File: src/rtl/dff_reg_arbiter_pkg.sv
// Shared definitions for the two-requester register arbiter: state encodings
// and default sizing.
package dff_reg_arbiter_pkg;

  localparam int DEF_WIDTH    = 4;
  localparam int DEF_CW       = 4;
  localparam int DEF_MAX_HOLD = 8;

  localparam logic [1:0] ST_IDLE = 2'b00;
  localparam logic [1:0] ST_OWN0 = 2'b01;
  localparam logic [1:0] ST_OWN1 = 2'b10;

endpackage

File: src/rtl/shared_reg.sv
// WIDTH-bit storage register of D flip-flop cells with a per-bit
// reset/load/hold input mux.
module shared_reg #(
  parameter int WIDTH = 4
) (
  input  logic             CLK,
  input  logic             RST,
  input  logic             LD,
  input  logic [WIDTH-1:0] DIN,
  output logic [WIDTH-1:0] Q
);

  logic [WIDTH-1:0] d_nxt;

  always_comb begin
    d_nxt = Q;
    for (int i = 0; i < WIDTH; i++) begin
      d_nxt[i] = RST ? 1'b0 : (LD ? DIN[i] : Q[i]);
    end
  end

  always_ff @(posedge CLK) begin
    Q <= d_nxt;
  end

endmodule

File: src/rtl/dff_reg_arbiter.sv
// Round-robin arbiter with bounded tenure that sequences writes from two
// requesters into one shared register.
//   state   | meaning
//   IDLE    | no grant; OWNER remembers who went last
//   OWN0    | requester 0 holds the write grant
//   OWN1    | requester 1 holds the write grant
module dff_reg_arbiter
  import dff_reg_arbiter_pkg::*;
#(
  parameter int WIDTH    = DEF_WIDTH,
  parameter int CW       = DEF_CW,
  parameter int MAX_HOLD = DEF_MAX_HOLD
) (
  input  logic             CLK,
  input  logic             RST,
  input  logic             REQ0,
  input  logic             REQ1,
  input  logic [WIDTH-1:0] D0,
  input  logic [WIDTH-1:0] D1,
  output logic             GNT0,
  output logic             GNT1,
  output logic [WIDTH-1:0] Q,
  output logic             BUSY,
  output logic             OWNER
);

  localparam logic [CW-1:0] CNT_LAST = CW'(MAX_HOLD - 1);

  logic [1:0]       state;
  logic [1:0]       state_nxt;
  logic [CW-1:0]    cnt;
  logic             owner_r;
  logic             entering;
  logic             ld;
  logic [WIDTH-1:0] din;

  always_comb begin
    state_nxt = state;
    case (state)
      ST_IDLE: begin
        if (REQ0 && REQ1)  state_nxt = owner_r ? ST_OWN0 : ST_OWN1;
        else if (REQ0)     state_nxt = ST_OWN0;
        else if (REQ1)     state_nxt = ST_OWN1;
      end
      ST_OWN0: begin
        if (!REQ0 || (cnt == CNT_LAST && REQ1))
          state_nxt = REQ1 ? ST_OWN1 : ST_IDLE;
      end
      ST_OWN1: begin
        if (!REQ1 || (cnt == CNT_LAST && REQ0))
          state_nxt = REQ0 ? ST_OWN0 : ST_IDLE;
      end
      default: state_nxt = ST_IDLE;
    endcase
  end

  // A handover is also an entry, so tenure restarts on the new owner.
  assign entering = (state_nxt != state) && (state_nxt != ST_IDLE);

  always_ff @(posedge CLK) begin
    if (RST) begin
      state   <= ST_IDLE;
      cnt     <= '0;
      owner_r <= 1'b1;
    end else begin
      state <= state_nxt;
      if (entering) begin
        cnt     <= '0;
        owner_r <= (state_nxt == ST_OWN1);
      end else if (state != ST_IDLE && cnt != CNT_LAST) begin
        cnt <= cnt + CW'(1);
      end
    end
  end

  assign GNT0  = (state == ST_OWN0);
  assign GNT1  = (state == ST_OWN1);
  assign BUSY  = GNT0 | GNT1;
  assign OWNER = owner_r;

  // A granted requester that has already dropped REQ writes nothing.
  assign ld  = (GNT0 & REQ0) | (GNT1 & REQ1);
  assign din = GNT1 ? D1 : D0;

  shared_reg #(.WIDTH(WIDTH)) u_shared_reg (
    .CLK (CLK),
    .RST (RST),
    .LD  (ld),
    .DIN (din),
    .Q   (Q)
  );

endmodule

File: config.mk
export PLATFORM = sky130hd
export DESIGN_NAME = dff_reg_arbiter
export DESIGN_NICKNAME = d
export VERILOG_FILES = /design/src/rtl/dff_reg_arbiter_pkg.sv /design/src/rtl/shared_reg.sv /design/src/rtl/dff_reg_arbiter.sv
export SDC_FILE = /design/constraint.sdc
export NUM_CORES = 1
export LEC_CHECK = 0
export BUFFER_PORTS_ARGS = -buffer_cell sky130_fd_sc_hd__buf_2
export CAP_MARGIN = 15
export CORE_MARGIN = 2
export CORE_UTILIZATION = 50
export CTS_CLUSTER_SIZE = 8
export DETAILED_ROUTE_END_ITERATION = 6
export GPL_ROUTABILITY_DRIVEN = 0
export HOLD_SLACK_MARGIN = 0.06
export PLACE_DENSITY_LB_ADDON = 0.15
export SYNTH_ARGS = -nofsm -noshare
export SYNTH_HDL_FRONTEND = slang
export SYNTH_SLANG_ARGS = --single-unit
File: constraint.sdc
create_clock -name CLK -period 2.31 [get_ports CLK]
set_input_delay 0.462 -clock CLK [delete_from_list [all_inputs] [get_ports CLK]]
set_output_delay 0.462 -clock CLK [all_outputs]
set_load 0.1 [all_outputs]
Word level (Yosys, flattened, before mapping):

Cells that the tools add are included.

* $add $sub $neg: 1
* eq/ne operators: 6
* multiplexer cells: 10
* bitwise operators: 4
* reductions and logical operators: 13

Operators by type and width (count)
* $mux 2: 7
* $pmux 2 s3: 1
* $logic_and 1x1->1: 5
* $add 4x1->4 const B: 1
* $eq 2x2->1 const B: 2
* $eq 4x3->1 const B: 1
* $mux 4: 1
* $ne 4x3->1 const B: 1
* $reduce_bool 2->1: 2
* $and 1x1->1: 2
* $eq 2x1->1 const B: 1
* $logic_not 1->1: 2
* $logic_not 2->1: 1
* $logic_or 1x1->1: 2
* $ne 2x2->1: 1
* $or 1x1->1: 2
* $reduce_or 2->1: 1
* $mux 1: 1

* register bits after elaboration: 11
* input port bits: 12

Longest topological paths before layout:

* depth after elaboration: 8
* depth in mapped cells: 8
* mapped depth without buffers: 7

By module:

A second synthesis with hierarchy kept.

* cell total of the unflattened synthesis: 90
* area total of the unflattened synthesis: 782.0 um^2

Modules (own cells, without submodules)
* dff_reg_arbiter: instances 1, cells each 77, area an instance 641.9 um^2
* shared_reg: instances 1, cells each 13, area an instance 140.1 um^2

Least setup slack after synthesis:

No wires, ideal clock.

* kind: register to register
* start point: register state[1]
* end point: register owner_r, in the netlist OWNER
* library setup time: 0.133 ns
* arrival time: 2.466 ns
* required time: 2.177 ns
* slack: -0.289 ns
* stages on the path, launching flop included: 8
* period minus slack after synthesis: 2.599 ns
* path through: dfxtp_1 -> inv_1 -> ha_1 -> o21ai_0 -> a31o_2 -> a31oi_2 -> mux2i_1 -> o211ai_1

* elaborated cells on any way between the ends: 13
* classes of those cells: eq/ne (4); mux (6); reduce/logical (3)

RTL lines
* start, declared: RTL line dff_reg_arbiter.sv:29 `logic [1:0] state;`
* start signal, assigned: RTL line dff_reg_arbiter.sv:66 `state <= state_nxt;`
* $eq 2x1->1 *
* via GNT0: RTL line dff_reg_arbiter.sv:20 `output logic GNT0,`
* $pmux 2 s3 *: RTL line dff_reg_arbiter.sv:39 `case (state)`
* $ne 2x2->1 or $reduce_bool 2->1 (tied branches): RTL line dff_reg_arbiter.sv:58 `assign entering = (state_nxt != state) && (state_nxt != ST_IDLE);`
* $logic_and 1x1->1: RTL line dff_reg_arbiter.sv:58
* end signal, assigned: RTL line dff_reg_arbiter.sv:69 `owner_r <= (state_nxt == ST_OWN1);`
* end, declared: RTL line dff_reg_arbiter.sv:32 `logic owner_r;`

The timed path passes the listed nets; every way through them passes the cells marked *.
A chain may end at the register's enable or synchronous reset.

Worst setup path after layout:

* start point: register state[0]
* end point: output GNT1

* cells in the longest elaborated chain, start to end: 1

RTL lines
* $eq 2x2->1: RTL line dff_reg_arbiter.sv:77 `assign GNT1 = (state == ST_OWN1);`
* end, declared: RTL line dff_reg_arbiter.sv:21 `output logic GNT1,`

No other way between the ends.

==> flow_metrics.tcl <==
set metrics [dict create \
    clock_latency_ps 270 \
    yosys.area.top_type "dfxtp_1" \
    cts_buffer_depth 2 \
    period_minus_slack_ps 2100 \
    required_ps 1850 \
    cts_tree "yes" \
    critPathTopFamily "buffers and inverters" \
    rows 13 \
    critical_path.cell_chain "inv_1 -> ha_2 -> buf_4 -> buf_2" \
    cts_sinks 11 \
    synthCells 79 \
    yosysWarnings 0 \
    synth_fp_nets 96 \
    drc 0 \
    worstPathArrival_ps 1640 \
    finalCritPeriodShare_pct 91.0 \
    die_y_um 42.3 \
    fin_util_pct 65.3 \
    yosysUniqueCellTypes 37 \
    cts_root_buf "clkbuf_4" \
    grt_pass1_wl_mm 2.88 \
    drive_gt1_share_pct 34.3 \
    setup_viol 0 \
    p_per_area_nw_per_um2 1190 \
    drtIter0Drc 20 \
    num_io_pins 20 \
    critical_path.n_buffers_inverters 3 \
    fillers 120 \
    synth_flop_cell "dfxtp_1" \
    die_width_um 42.3 \
    place_area_um2 836 \
    status "finished clean" \
    syn_area_per_cell_um2 9.28 \
    ys_ff_latch 11 \
    vias 690 \
    cts.clk_slew.worst_paths_ps 70 \
    synth-edff-count 0 \
    start_util_pct 55.0 \
    start_kind "flip-flop" \
    grtUsageTotal_pct 20.7 \
    worstSetupEndpointType "output pin" \
    finalSetupTns_ps 0 \
    synth_top_area_share_pct 30.0 \
    numCtsBuffers 3 \
    htree_num_levels 1 \
    critPathKind "reg2out" \
    max_freq_ghz 0.475 \
    grt_pass1_vias 672 \
    vias_per_cell 6.05 \
    die_area_um2 1790 \
    grt_use_met1_pct 24.7 \
    drv_slew 0 \
    synthArstFlopShare_pct 0 \
    grt_overflow_total 0 \
    cp_max_fo 6 \
    use_met2_pct 37.2 \
    cp_slowest_cell "buf_2" \
    diodes 0 \
    yosysSeqAreaShare_pct 30.0 \
    power_leakage_nw 0.378 \
    ant_nets 0 \
    antenna_found_initial 0 \
    grt.busiest_layer "met2" \
    clock_skew_ps 2.22 \
    grt_max_degree 11 \
    fin_area_um2 871 \
    fin_nets 117 \
    met3_usage_pct 6.47 \
    port_buffers 19 \
    ir_worst_vdd_v 0.000456 \
    core_area_um2 1330 \
    relSlewSlack_pct 65.4 \
    wl_mm 1.70 \
    rsz0062_at_grt "no" \
    dr.pass1.iters 4 \
    dp_hpwl_mm 1.32 \
    syn_area_um2 733 \
    area_growth_pct 18.8 \
    synth_area_leaders "dfxtp_1 (30%), ha_1 (8.5%), mux2i_1 (8.2%)" \
    slowest_delay_ps 430 \
    holdCritPathClass "in2reg" \
    worstMarginPinSlew_ps 515 \
    hold_viol 0 \
    routedWlPerCell_um 14.9 \
    drv_cap 0 \
]
==> cell type report <==
type | count | area (µm²) | area share, %
Clock buffer | 4 | 26.3 | 3.02
Inverter | 4 | 15.0 | 1.72
Multi-Input combinational cell | 60 | 485 | 55.7
Timing Repair Buffer | 20 | 103 | 11.8
Sequential cell | 11 | 223 | 25.6
Tap cell | 15 | 18.8 | 2.16
==> power breakdown <==
| part | total (W) | leakage (nW) | internal [W] | switching [W] |
|---|---|---|---|---|
| sequential | 0.000267 | 0.0907 | 0.000230 | 0.0000374 |
| clock | 0.000130 | 0.0150 | 0.0000668 | 0.0000634 |
| combinational | 0.000635 | 0.272 | 0.000163 | 0.000472 |
| total | 0.00103 | 0.378 | 0.000460 | 0.000573 |
==> through the flow <==
step / instances / worst slack [ps] / total power (W) / hold WS [ps]
2_1_floorplan: 79 / 90.9 / 0.000802 / 472
3_3_place_gp: 110 / 291 / 0.000889 / 484
3_5_place_dp: 110 / 161 / 0.000894 / 499
4_1_cts: 114 / 127 / 0.00103 / 467
5_1_grt: 114 / 76.9 / 0.00108 / 476
6_report: 114 / 207 / 0.00103 / 481
==> flip-flops by register name (all words and copies together), names as in the netlist <==
signal	flops
state	2
cnt	4
OWNER	1
u_shared_reg.Q	4
==> per-layer routing <==
metal	share of wire, %	wire length (µm)
met1	45	756
met2	50	842
met3	5.4	91
met4	0.47	8
met5	0	0
==> cells in the final DEF, fill, tap and decap left out, drive strengths merged, types with 2 or more instances in the layout <==
cell / Yosys / routed
clkbuf: 0 / 4
nor3: 2 / 2
dfxtp: 11 / 11
ha: 5 / 5
inv: 4 / 4
nand4b: 3 / 3
o21ai: 2 / 2
nor2: 4 / 4
a211oi: 4 / 4
o31ai: 2 / 2
nand3: 2 / 2
a21boi: 2 / 2
a31oi: 5 / 5
mux2i: 6 / 6
nand2: 3 / 3
nor2b: 4 / 4
buf: 4 / 20
==> cells by family (layout without fill, tap and decap cells) <==
kind of cell / after synthesis / after routing / synth area share [%]
simple gates: 24 / 24 / 20.5
buf+inv: 8 / 28 / 5.29
xor+xnor: 1 / 1 / 1.19
compound gates: 24 / 24 / 26.3
fa+ha+maj: 5 / 5 / 8.53
mux: 6 / 6 / 8.19
flops: 11 / 11 / 30.0
==> cell usage after synthesis (2+ instances only) <==
cell,n
mux2i_1,6
nand3_1,2
nand2_1,3
a211oi_1,4
dfxtp_1,11
ha_1,5
nor2b_1,4
a31oi_1,4
nand4b_1,2
nor2_1,4
buf_4,2
inv_1,4
nor3_1,2
o21ai_0,2
o31ai_1,2
==> final timing paths <==
| check | start | end | slack, ps | depth (start not counted) |
|---|---|---|---|---|
| setup / recovery | state[0] | GNT1 | 210 | 4 |
| hold / removal | RST | u_shared_reg.Q[0] | 480 | 2 |
| setup reg to reg | state[0] | cnt[3] | 220 | 7 |
| hold reg to reg | u_shared_reg.Q[0] | u_shared_reg.Q[0] | 500 | 2 |
==> timing repair <==
item | 4_1_cts | 5_1_grt
buffers inserted | 0 | 0
endpoints found under the setup margin | 0 | 4
resized for setup | 0 | 3
hold buffers | 0 | 0
(Power assumes the default switching activity.)
